`src/rtl/fft_stage_sequencer.sv`:
```
// Issue/write-back address sequencer for an in-place radix-2 DIT FFT over one data RAM.
// Optional FFT_SCALE_ALL_EN: scale every stage instead of odd stages only.
module fft_stage_sequencer #(
    parameter int unsigned FFT_SIZE     = 4096,
    parameter int unsigned RD_LATENCY   = 1,
    parameter int unsigned BFLY_LATENCY = 5,
    localparam int unsigned LOG2N       = $clog2(FFT_SIZE)
) (
    input  logic             clk,
    input  logic             rst,
    input  logic             start,
    output logic             busy,
    output logic             done,
    output logic [LOG2N-1:0] stage,
    output logic             rd_en,
    output logic [LOG2N-1:0] rd_addra,
    output logic [LOG2N-1:0] rd_addrb,
    output logic [LOG2N-2:0] twiddle_addr,
    output logic             wr_en,
    output logic [LOG2N-1:0] wr_addra,
    output logic [LOG2N-1:0] wr_addrb,
    output logic             scale
);

    localparam int unsigned PIPE = RD_LATENCY + BFLY_LATENCY;
    localparam int unsigned KW   = LOG2N - 1;
    localparam int unsigned CW   = (PIPE > 1) ? $clog2(PIPE) : 1;

    typedef enum logic [2:0] {
        IDLE  = 3'd0,
        RUN   = 3'd1,
        DRAIN = 3'd2,
        FLUSH = 3'd3,
        DONE  = 3'd4
    } state_t;

    typedef struct packed {
        logic             en;
        logic [LOG2N-1:0] addra;
        logic [LOG2N-1:0] addrb;
        logic             scale;
    } wb_t;

    state_t             state_q, state_d;
    logic [KW-1:0]      k_q, k_d;
    logic [CW-1:0]      cnt_q, cnt_d;
    logic [LOG2N-1:0]   stg_q, stg_d;

    logic               busy_q, busy_d;
    logic               done_q, done_d;
    logic [LOG2N-1:0]   stage_out_q, stage_out_d;
    logic               rd_en_q, rd_en_d;
    logic [LOG2N-1:0]   rd_addra_q, rd_addra_d;
    logic [LOG2N-1:0]   rd_addrb_q, rd_addrb_d;
    logic [LOG2N-2:0]   twiddle_q, twiddle_d;
    logic               scale_iss_q, scale_iss_d;
    wb_t [PIPE-1:0]     pipe_q, pipe_d;

    logic [LOG2N-1:0]   k_ext_c, mask_c, pos_c, grp_c, addra_c, addrb_c;
    logic [LOG2N-2:0]   tw_c;
    logic               scale_bit_c;
    logic               issue_c;

    // Butterfly address generation for stage stg_q, butterfly k_q
    always_comb begin
        k_ext_c = LOG2N'(k_q);
        mask_c  = (LOG2N'(1) << stg_q) - LOG2N'(1);
        pos_c   = k_ext_c & mask_c;
        grp_c   = k_ext_c >> stg_q;
        addra_c = (grp_c << (32'(stg_q) + 32'd1)) | pos_c;
        addrb_c = addra_c | (LOG2N'(1) << stg_q);
        tw_c    = (LOG2N-1)'(pos_c << (LOG2N - 32'd1 - 32'(stg_q)));
    end

`ifdef FFT_SCALE_ALL_EN
    assign scale_bit_c = 1'b1;
`else
    assign scale_bit_c = stg_q[0];
`endif

    assign issue_c = (state_q == RUN);

    always_comb begin
        state_d     = state_q;
        k_d         = k_q;
        cnt_d       = cnt_q;
        stg_d       = stg_q;

        busy_d      = (state_q != IDLE);
        done_d      = (state_q == DONE);
        stage_out_d = stg_q;
        rd_en_d     = issue_c;
        rd_addra_d  = issue_c ? addra_c : '0;
        rd_addrb_d  = issue_c ? addrb_c : '0;
        twiddle_d   = issue_c ? tw_c : '0;
        scale_iss_d = issue_c & scale_bit_c;

        unique case (state_q)
            IDLE: begin
                if (start) begin
                    state_d = RUN;
                    k_d     = '0;
                    stg_d   = '0;
                end
            end
            RUN: begin
                k_d = k_q + KW'(1);
                if (k_q == KW'(FFT_SIZE / 2 - 1)) begin
                    k_d   = '0;
                    cnt_d = '0;
                    if (stg_q == LOG2N'(LOG2N - 1)) begin
                        state_d = FLUSH;
                        stg_d   = '0;
                    end else begin
                        state_d = DRAIN;
                    end
                end
            end
            DRAIN: begin
                cnt_d = cnt_q + CW'(1);
                if (cnt_q == CW'(PIPE - 1)) begin
                    state_d = RUN;
                    cnt_d   = '0;
                    stg_d   = stg_q + LOG2N'(1);
                end
            end
            FLUSH: begin
                cnt_d = cnt_q + CW'(1);
                if (cnt_q == CW'(PIPE - 1)) begin
                    state_d = DONE;
                    cnt_d   = '0;
                end
            end
            DONE: begin
                state_d = IDLE;
            end
            default: begin
                state_d = IDLE;
            end
        endcase
    end

    // Write-back delay line: issue outputs delayed PIPE cycles, zeroed when idle
    always_comb begin
        pipe_d[0].en    = rd_en_q;
        pipe_d[0].addra = rd_en_q ? rd_addra_q : '0;
        pipe_d[0].addrb = rd_en_q ? rd_addrb_q : '0;
        pipe_d[0].scale = rd_en_q & scale_iss_q;
        for (int i = 1; i < int'(PIPE); i++) begin
            pipe_d[i] = pipe_q[i-1];
        end
    end

    always_ff @(posedge clk) begin
        if (rst) begin
            state_q     <= IDLE;
            k_q         <= '0;
            cnt_q       <= '0;
            stg_q       <= '0;
            busy_q      <= 1'b0;
            done_q      <= 1'b0;
            stage_out_q <= '0;
            rd_en_q     <= 1'b0;
            rd_addra_q  <= '0;
            rd_addrb_q  <= '0;
            twiddle_q   <= '0;
            scale_iss_q <= 1'b0;
            pipe_q      <= '0;
        end else begin
            state_q     <= state_d;
            k_q         <= k_d;
            cnt_q       <= cnt_d;
            stg_q       <= stg_d;
            busy_q      <= busy_d;
            done_q      <= done_d;
            stage_out_q <= stage_out_d;
            rd_en_q     <= rd_en_d;
            rd_addra_q  <= rd_addra_d;
            rd_addrb_q  <= rd_addrb_d;
            twiddle_q   <= twiddle_d;
            scale_iss_q <= scale_iss_d;
            pipe_q      <= pipe_d;
        end
    end

    assign busy         = busy_q;
    assign done         = done_q;
    assign stage        = stage_out_q;
    assign rd_en        = rd_en_q;
    assign rd_addra     = rd_addra_q;
    assign rd_addrb     = rd_addrb_q;
    assign twiddle_addr = twiddle_q;
    assign wr_en        = pipe_q[PIPE-1].en;
    assign wr_addra     = pipe_q[PIPE-1].addra;
    assign wr_addrb     = pipe_q[PIPE-1].addrb;
    assign scale        = pipe_q[PIPE-1].scale;

endmodule

```
`config.mk`:
```
export PLATFORM = sky130hd
export DESIGN_NAME = fft_stage_sequencer
export DESIGN_NICKNAME = d
export VERILOG_FILES = /design/src/rtl/fft_stage_sequencer.sv
export SDC_FILE = /design/constraint.sdc
export NUM_CORES = 1
export LEC_CHECK = 0
export CAP_MARGIN = 40
export CELL_PAD_IN_SITES_DETAIL_PLACEMENT = 1
export CELL_PAD_IN_SITES_GLOBAL_PLACEMENT = 2
export CORE_AREA = 4 4 158 160
export CTS_CLUSTER_SIZE = 24
export DETAILED_ROUTE_END_ITERATION = 12
export DIE_AREA = 0 0 162 164
export PLACE_DENSITY_LB_ADDON = 0.1
export REMOVE_ABC_BUFFERS = 1
export SKIP_CTS_REPAIR_TIMING = 1
export SYNTH_ARGS = -nofsm -noshare
export SYNTH_HDL_FRONTEND = slang
export SYNTH_SLANG_ARGS = --single-unit
export TNS_END_PERCENT = 5
```
`constraint.sdc`:
```
create_clock -name clk -period 5.7 [get_ports clk]
set_clock_uncertainty 0.2 [all_clocks]
set_input_delay 1.14 -clock clk [delete_from_list [all_inputs] [get_ports clk]]
set_output_delay 1.14 -clock clk [all_outputs]
set_load 0.02 [all_outputs]
```
# Word level (Yosys, flattened, before mapping)
# Index checks and enable logic that the tools add are counted.
# word_totals
register_bits,236
input_bits,3
out_inout_bits,76
word_cells,94
# classes
add_sub_neg,6
eq_ne,12
shifts,4
n_mux,17
bitwise,7
reduce_logical,12
# ops
op,n
2-to-1 mux 12 bit,4
case mux 12 bit (3 select lines),1
<< shifter 12 x 32 -> 11 bit,1
bitwise OR 12 bit,2
2-to-1 mux 11 bit,2
case mux 11 bit (2 select lines),1
2-to-1 mux 3 bit,6
"adder 12 x 1 -> 13 bit, second input constant",1
<< shifter 12 x 13 -> 12 bit,1
"subtractor 4 x 12 -> 13 bit, first input constant",1
"adder 12 x 1 -> 12 bit, second input constant",1
AND 11 x 12 -> 12 bit,1
"== test 12 x 4 -> 1 bit, second input constant",1
case mux 3 bit (4 select lines),1
"<< shifter 1 x 12 -> 12 bit, first input constant",1
right shift 11 x 12 -> 12 bit,1
"subtractor 12 x 2 -> 12 bit, second input constant",1
"adder 11 x 1 -> 11 bit, second input constant",1
"== test 11 bit, second input constant",1
"== test 3 x 2 -> 1 bit, second input constant",2
"== test 3 bit, second input constant",2
"!= test 2 bit, second input constant",3
case mux 3 bit (2 select lines),1
nonzero test 3 bit,2
12 further kinds,19

# Longest topological paths before layout
# Gate-level depths: netlist (run 1).
# depth
depth_word,5
ltp_mapped,14

# Worst setup path before layout (run 1)
# OpenSTA, ideal clock, no wires.
# synth_timing
path_type,reg-to-reg
startpoint,register stg_q[9] (netlist: stage_out_d[9])
endpoint,register twiddle_q[9] (netlist: twiddle_addr[9])
setup_time_ns,0.133
arrival_time_ns,2.581
required_ns,5.367
path_slack_ns,2.786
path_stages_with_launch,14
path_cell_list,dfxtp_1 -> buf_6 -> nor4_4 -> nand3_1 -> nor2_1 -> nand2_1 -> ha_1 -> clkbuf_1 -> nand2_1 -> a21oi_1 -> o31ai_1 -> o22ai_1 -> a32oi_1 -> o32ai_1
# synth_between
elab_chain_len,4
# synth_rtl
element,line,text
from (decl),47,"logic [LOG2N-1:0] stg_q, stg_d;"
from (signal assigned),173,stg_q <= stg_d;
<< shifter 1 x 12 -> 12 bit,67,mask_c = (LOG2N'(1) << stg_q) - LOG2N'(1);
subtractor 12 x 2 -> 12 bit,67,
AND 11 x 12 -> 12 bit,68,pos_c = k_ext_c & mask_c;
<< shifter 12 x 32 -> 11 bit *,72,tw_c = (LOG2N-1)'(pos_c << (LOG2N - 32'd1 - 32'(stg_q)));
to (signal assigned),180,twiddle_q <= twiddle_d;
to (decl),55,"logic [LOG2N-2:0] twiddle_q, twiddle_d;"
# Mark *: on every way between the ends. The rest lies on a longest branch, timed or not.
# A chain may end at the register's enable or synchronous reset.

# Worst setup path in the final report (run 1)
# layout_timing
startpoint,register stg_q[4] (netlist: stage_out_d[4])
endpoint,register twiddle_q[9] (netlist: twiddle_addr[9])
# The elaborated chain is that of the path after synthesis.

==> results of run 1 <==
## worst max path at each step
stage | startpoint | to | slack [ps] | cells past startpoint
6_report | stage_out_d[4] | twiddle_addr[9] | 2050 | 13
5_1_grt | stage_out_d[4] | twiddle_addr[9] | 1740 | 13
4_1_cts | stage_out_d[11] | twiddle_addr[9] | 2100 | 12
3_5_place_dp | stage_out_d[11] | twiddle_addr[9] | 2120 | 12
3_3_place_gp | rst | twiddle_addr[9] | 2160 | 7
2_1_floorplan | stage_out_d[0] | twiddle_addr[9] | 2230 | 10
## where the power goes
part	switching (mW)	internal [mW]	total [mW]
registers	0.0409	1.68	1.72
clock network	0.648	0.914	1.56
logic	0.322	0.158	0.480
total	1.01	2.75	3.76
## layer usage
metal	wire length, um	track usage [%]
met3	1150	2.69
met1	10500	23.0
met4	747	5.65
met5	0	0
met2	11000	29.5
## registers in the layout, summed over array words and instances (netlist names), 11 cells and up
| name | count |
|---|---|
| wr_addra | 12 |
| wr_addrb | 12 |
| pipe_d | 130 |
| rd_addrb | 12 |
| twiddle_addr | 11 |
| stage | 12 |
| k_q | 11 |
| stage_out_d | 12 |
| rd_addra | 12 |
## Yosys cell counts (7+ instances only)
cell type  instances
dfxtp_1          236
nor2b_1          148
nand2_1           64
nor2_1            58
clkbuf_1          49
o21ai_0           38
and2_1            33
a21oi_1           31
nand3_1           27
nor3_1            27
buf_2             15
mux2i_1           12
or3_1             11
xnor2_1           11
inv_1             10
nand4_1            9
a211oi_1           8
a22oi_1            8
and3_1             8
xor2_1             8
a31oi_1            7
o22ai_1            7
## area by class of cell
type,count,area share [%]
clock buffer,35,6.54
clock inverter,9,0.816
inverter,12,0.414
multi-input combinational,633,36.7
sequential,236,43.4
tap,319,3.67
timing repair buffer,95,8.45
## critical path: cells and delay by family, from the launching register on
family | cells | cell delay, ps
AO/OA/AOI/OAI | 5 | 1090
flip-flops | 1 | 730
AND/OR/NAND/NOR | 6 | 760
adder cells (fa/ha/maj) | 1 | 530
buffers and inverters | 1 | 200
## cell families after synthesis
group	count (synthesis)	synth area share [%]
buffers and inverters	86	4.02
and+or+nand+nor	427	26.3
AOI/OAI and AO/OA	163	12.5
DFF	236	52.0
adders and majority gates	5	0.689
muxes	19	2.69
xor gates and xnor gates	19	1.83
## cells in the final DEF, fill, tap and decap left out, drive strengths merged, types with 9 or more instances in the layout
cell,n
a211oi,10
a21oi,32
and2,33
and3,9
buf,18
clkbuf,35
clkdlybuf4s50,77
dfxtp,236
inv,10
mux2i,12
nand2,66
nand3,29
nand4,9
nor2,59
nor2b,148
nor3,32
o21ai,43
or3,11
xnor2,11
==> key figures, run 1 <==
Status
  – Run status: complete, no violations

Cells and area
  – Share of post-route cells with drive strength above 1: 8.82%
  – Final Core Density: between 40% and 50%
  – P&R area growth vs syn: 19.8%
  – Fillcell total: between 2000 and 3000
  – Antenna cells: 0
  – Multi-input logic area: roughly 4000 um2
  – Design Area, Final: 10900 um2
  – Nets: approximately 1000
  – Final Non-Filler Cells: 1339
  – FF/Latch Area: 4720 um2

STA
  – Peak Freq: 0.274 GHz
  – Final max-slew violation count: 0
  – Rel. slew slack: between 40 and 50%
  – PnR worst setup slack: between 2000 and 2500 ps
  – Final Hold Vio Count: 0
  – Fin crit period: 3650 ps
  – Measured slew at the worst slew-check pin: 833 ps
  – Fin crit share: 64.0%
  – RSZ-0062 raised after global routing: no
  – Hold WS: 226 ps
  – Setup TNS: 0 ps
  – Setup Viol. Count Final: 0

Pwr
  – Pwr Density: about 350 nW/um2
  – P_leak: around 4.0 nW
  – Pwr Total: 3.76 mW
  – Worst vdd ir: 0.000187 V

Clock network
  – Clock-pin slew on the worst setup and hold paths: 60 ps
  – Num CTS Buffers: 24
  – CTS max path bufs: 3
  – CTS Sinks: 236
  – Clock tree from TritonCTS: built
  – CTS root buffer: clkbuf_16
  – Clock Latency Late Sink: 530 ps
  – H-tree levels: 1

Routing
  – WL/cell: ~17 um
  – Total iterations of the first detailed-routing run: 5
  – DR iter-0 viols: ~450
  – Routed vias: just under 7000
  – DRC Markers: 0
  – Total routed wirelength: between 20000 and 25000 um
  – Via-per-instance ratio: approximately 5.1
  – Detail Route Antenna Nets: 0

Worst setup path
  – Critical path fanouts, max: 18
  – Largest stage delay on the critical path: approximately 730 ps
  – Reg-to-Reg Start: stage_out_d[4]
  – Slowest-stage cell, CP: dfxtp_1
  – R2R Path End: twiddle_addr[9]
  – Critical path cell sequence: nor2_1 > nand3_1 > buf_4 > nor2_1 > nand2_1 > ha_1 > nor2b_1 > nand4_1 > a21oi_1 > o31ai_1 > o22ai_1 > a32oi_1 > o32ai_1
  – Most used cell along the critical path: nor2_1
  – R2r setup slk: roughly 2000 ps
  – Worst setup SP type: flip-flop
  – Required @ worst endpoint: between 5000 and 6000 ps
  – Crit path capture type: flip-flop
  – Crit path DAT: between 3000 and 4000 ps
  – Worst Reg-to-Reg Cells: 13
  – WS Path Type: reg -> reg

Yosys
  – Top_reg_cell synth: dfxtp_1
  – Syn_area_per_cell: about 9.5 um2
  – EDFF count, synth: 0
  – Post-synthesis sequential area ratio: between 50% and 60%
  – #FFs+latches synth: around 240
  – Post-synth cell types: 84
  – Synth top area cells: dfxtp_1 (52%), nor2b_1 (10%), nand2_1 (2.6%)
  – Ys async rst share: 0%
  – Warnings from Yosys: 0
  – Synth top area share: a little over half
  – Synthesized cell area: slightly above 9000 um2
  – Post-Synthesis Cells: about 960
  – Cell taking the most area after synthesis: dfxtp_1

Placement
  – Pre-CTS worst setup slack: approximately 2100 ps
  – Dpl cells: ~1300
  – DP Area: between 10000 and 15000 um2
  – Final GP Congestion: around 0.9
  – PortBufs: 78
  – Post-DP HPWL: between 15000 and 20000 um

Die
  – Core ar.: approximately 23000 um2
  – Die area: approximately 27000 um2
  – Initial Util: approximately 39%
  – Die W: around 160 um
  – Die Height: 164 um
  – I/O pin count: slightly below 80
  – Cell Rows: 56

Flow run
  – Max_cap viols: 0

Worst hold path
  – Hold depth: 1
  – HP Class: reg -> reg
  – Hold Path End: pipe_d[52]
  – Hold_sp: pipe_d[26]

GRT
  – Initial antenna violation count: 0
  – GRT Resource Usage Total: about 17%
  – Number of global-route vias before repair: 6843
  – Total grt overflow: 0
  – First-pass GRT wire length: roughly 37000 um
  – Largest net degree at the start of global routing: between 90 and 100
Note: power is estimated with default switching activity, not from simulation.
==> run 2: changes to the inputs <==
--- a/config.mk
+++ b/config.mk
@@ -8,10 +8,10 @@
 export CAP_MARGIN = 40
 export CELL_PAD_IN_SITES_DETAIL_PLACEMENT = 1
 export CELL_PAD_IN_SITES_GLOBAL_PLACEMENT = 2
-export CORE_AREA = 4 4 158 160
+export CORE_AREA = 4 4 171 173
 export CTS_CLUSTER_SIZE = 24
 export DETAILED_ROUTE_END_ITERATION = 12
-export DIE_AREA = 0 0 162 164
+export DIE_AREA = 0 0 175 177
 export PLACE_DENSITY_LB_ADDON = 0.1
 export REMOVE_ABC_BUFFERS = 1
 export SKIP_CTS_REPAIR_TIMING = 1
==> constraint.sdc (replaced) <==
create_clock -name clk -period 3.2 [get_ports clk]
set_clock_uncertainty 0.2 [all_clocks]
set_input_delay 0.64 -clock clk [delete_from_list [all_inputs] [get_ports clk]]
set_output_delay 0.64 -clock clk [all_outputs]
set_load 0.02 [all_outputs]
==> run 2 against run 1 <==
Core utilization down 5.4 points. Die area rose by 17%. Sequential power up 77%. Clock power grew 90%. Fmax grew 25%. Global-route usage down 1.5 points. Routed wire length is 6.3% higher. First-iteration DRC count shrank 0.45%. Final area increased by 4.3%. Largest cell class unchanged.
==> key figures, run 2 (synthesis gave the netlist of run 1 again) <==
Clock network
  – CTS root buffer: clkbuf_16
  – H-tree levels: 1
  – Clock-pin slew on the worst setup and hold paths: about 60 ps
  – CTS max path bufs: 3
  – Num CTS Buffers: 26
  – Clock Latency Late Sink: between 500 and 600 ps
  – CTS Sinks: about 240
  – Clock tree from TritonCTS: built

Worst setup path
  – Worst setup SP type: flip-flop
  – R2R Path End: twiddle_addr[7]
  – Slowest-stage cell, CP: ha_1
  – Worst Reg-to-Reg Cells: 12
  – Critical path fanouts, max: 14
  – Crit path capture type: flip-flop
  – Required @ worst endpoint: approximately 3400 ps
  – WS Path Type: reg -> reg
  – Crit path DAT: ~3200 ps
  – Largest stage delay on the critical path: about 400 ps
  – CP bufs+invs: 0
  – R2r setup slk: between 200 and 300 ps
  – Reg-to-Reg Start: stage_out_d[11]
  – Critical path cell sequence: nor4_4 > nand3_1 > nor2_2 > nand2_1 > ha_1 > nor2b_1 > nand4_1 > a21oi_1 > o31ai_2 > nor3_1 > a211oi_1 > a211oi_2
  – Top delay family on crit path: simple AND/OR/NAND/NOR gates

Worst hold path
  – Hold Path End: pipe_d[26]
  – HP Class: reg -> reg
  – Hold depth: 1
  – Hold_sp: scale_iss_q

STA
  – RSZ-0062 raised after global routing: no
  – Final Hold Vio Count: 0
  – Peak Freq: between 0.3 and 0.4 GHz
  – Fin crit share: ~91%
  – Final max-slew violation count: 0
  – Fin crit period: between 2000 and 3000 ps
  – Setup Viol. Count Final: 0
  – PnR worst setup slack: 276 ps
  – Rel. slew slack: roughly 44%
  – Measured slew at the worst slew-check pin: ~830 ps

Routing
  – Total routed wirelength: 24800 um
  – DR iter-0 viols: roughly 450
  – Detail Route Antenna Nets: 0
  – Via-per-instance ratio: 4.87
  – Total iterations of the first detailed-routing run: 6
  – DRC Markers: 0
  – WL/cell: ~17 um
  – Routed vias: 7016

Die
  – Die W: ~180 um
  – I/O pin count: between 70 and 80
  – Core ar.: about 28000 um2
  – Initial Util: about 33%
  – Cell Rows: between 60 and 70
  – Die Height: ~180 um
  – Die area: around 31000 um2

Placement
  – Final GP Congestion: around 0.88
  – Dpl cells: ~1400
  – PortBufs: 78
  – Pre-CTS worst setup slack: slightly above 90 ps
  – Post-DP HPWL: 17500 um

GRT
  – GRT Resource Usage Total: roughly 16%
  – Number of global-route vias before repair: ~7100
  – Total grt overflow: 0
  – Largest net degree at the start of global routing: between 100 and 150
  – First-pass GRT wire length: a little under 40000 um
  – Initial antenna violation count: 0

Cells and area
  – Commonest non-fill, non-tap cells in the layout: dfxtp_1 (236), nor2b_1 (148), clkdlybuf4s50_1 (77)
  – Most common cell after layout, fill and taps aside: dfxtp_1
  – Antenna cells: 0
  – Largest register FFs: 130
  – Share of post-route cells with drive strength above 1: about an eighth
  – Final Non-Filler Cells: between 1000 and 1500
  – Nets: 1051
  – P&R area growth vs syn: 25.0%

Pwr
  – Worst vdd ir: between 0.0003 and 0.0004 V
  – Pwr Total: between 6 and 7 mW
  – P_leak: 4.24 nW
  – Pwr Density: between 600 and 700 nW/um2

Flow run
  – Max_cap viols: 0

Status
  – Run status: complete, no violations
==> run 2: worst register-to-register path, stage by stage (launching register included) <==
cell      delay, ps
dfxtp_1         360
nor4_4          320
nand3_1         170
nor2_2          240
nand2_1         120
ha_1            400
nor2b_1         180
nand4_1         110
a21oi_1         190
o31ai_2         110
nor3_1          160
a211oi_1         80
a211oi_2        200
==> run 2: layout make-up <==
class / instances / area (um2)
clock buffer: 35 / 746
multi-input combinational: 633 / 4000
timing repair buffer: 134 / 1240
sequential: 236 / 4720
clock inverter: 12 / 125
inverter: 12 / 45.0
tap: 378 / 473
fill: 3124 / 16300
==> run 2: worst max path at each step <==
stage | start | endpoint | slack [ps] | depth (start not counted)
floorplan | stage_out_d[0] | twiddle_addr[9] | -270 | 10
global placement | stage_out_d[11] | twiddle_addr[9] | 150 | 11
detailed placement | stage_out_d[11] | twiddle_addr[9] | 90 | 11
CTS | stage_out_d[11] | twiddle_addr[9] | 60 | 11
global route | stage_out_d[11] | twiddle_addr[10] | 40 | 12
finish | stage_out_d[11] | twiddle_addr[7] | 280 | 12
==> run 2: metal layers <==
metal	track usage, %	share of wire, %
met1	21.0	46
met2	27.0	47
met3	2.48	4.2
met4	4.98	2.7
met5	0	0
==> run 2: per-stage QoR <==
stage,hold WS (ps),area (um2),setup TNS [ps],utilization [%]
after CTS,231,11300,0,41.1
after floorplan,206,8760,-1140,-
after global placement,209,10500,0,37.9
after global routing,244,11400,0,41.1
final,228,11400,0,41.1
after detailed placement,217,10500,0,37.9
==> run 2: where the power goes <==
part	total [mW]	switching, mW	leakage (nW)	internal, mW
clock network	2.96	1.16	0.423	1.80
logic	0.937	0.604	1.92	0.333
registers	3.05	0.0613	1.90	2.99
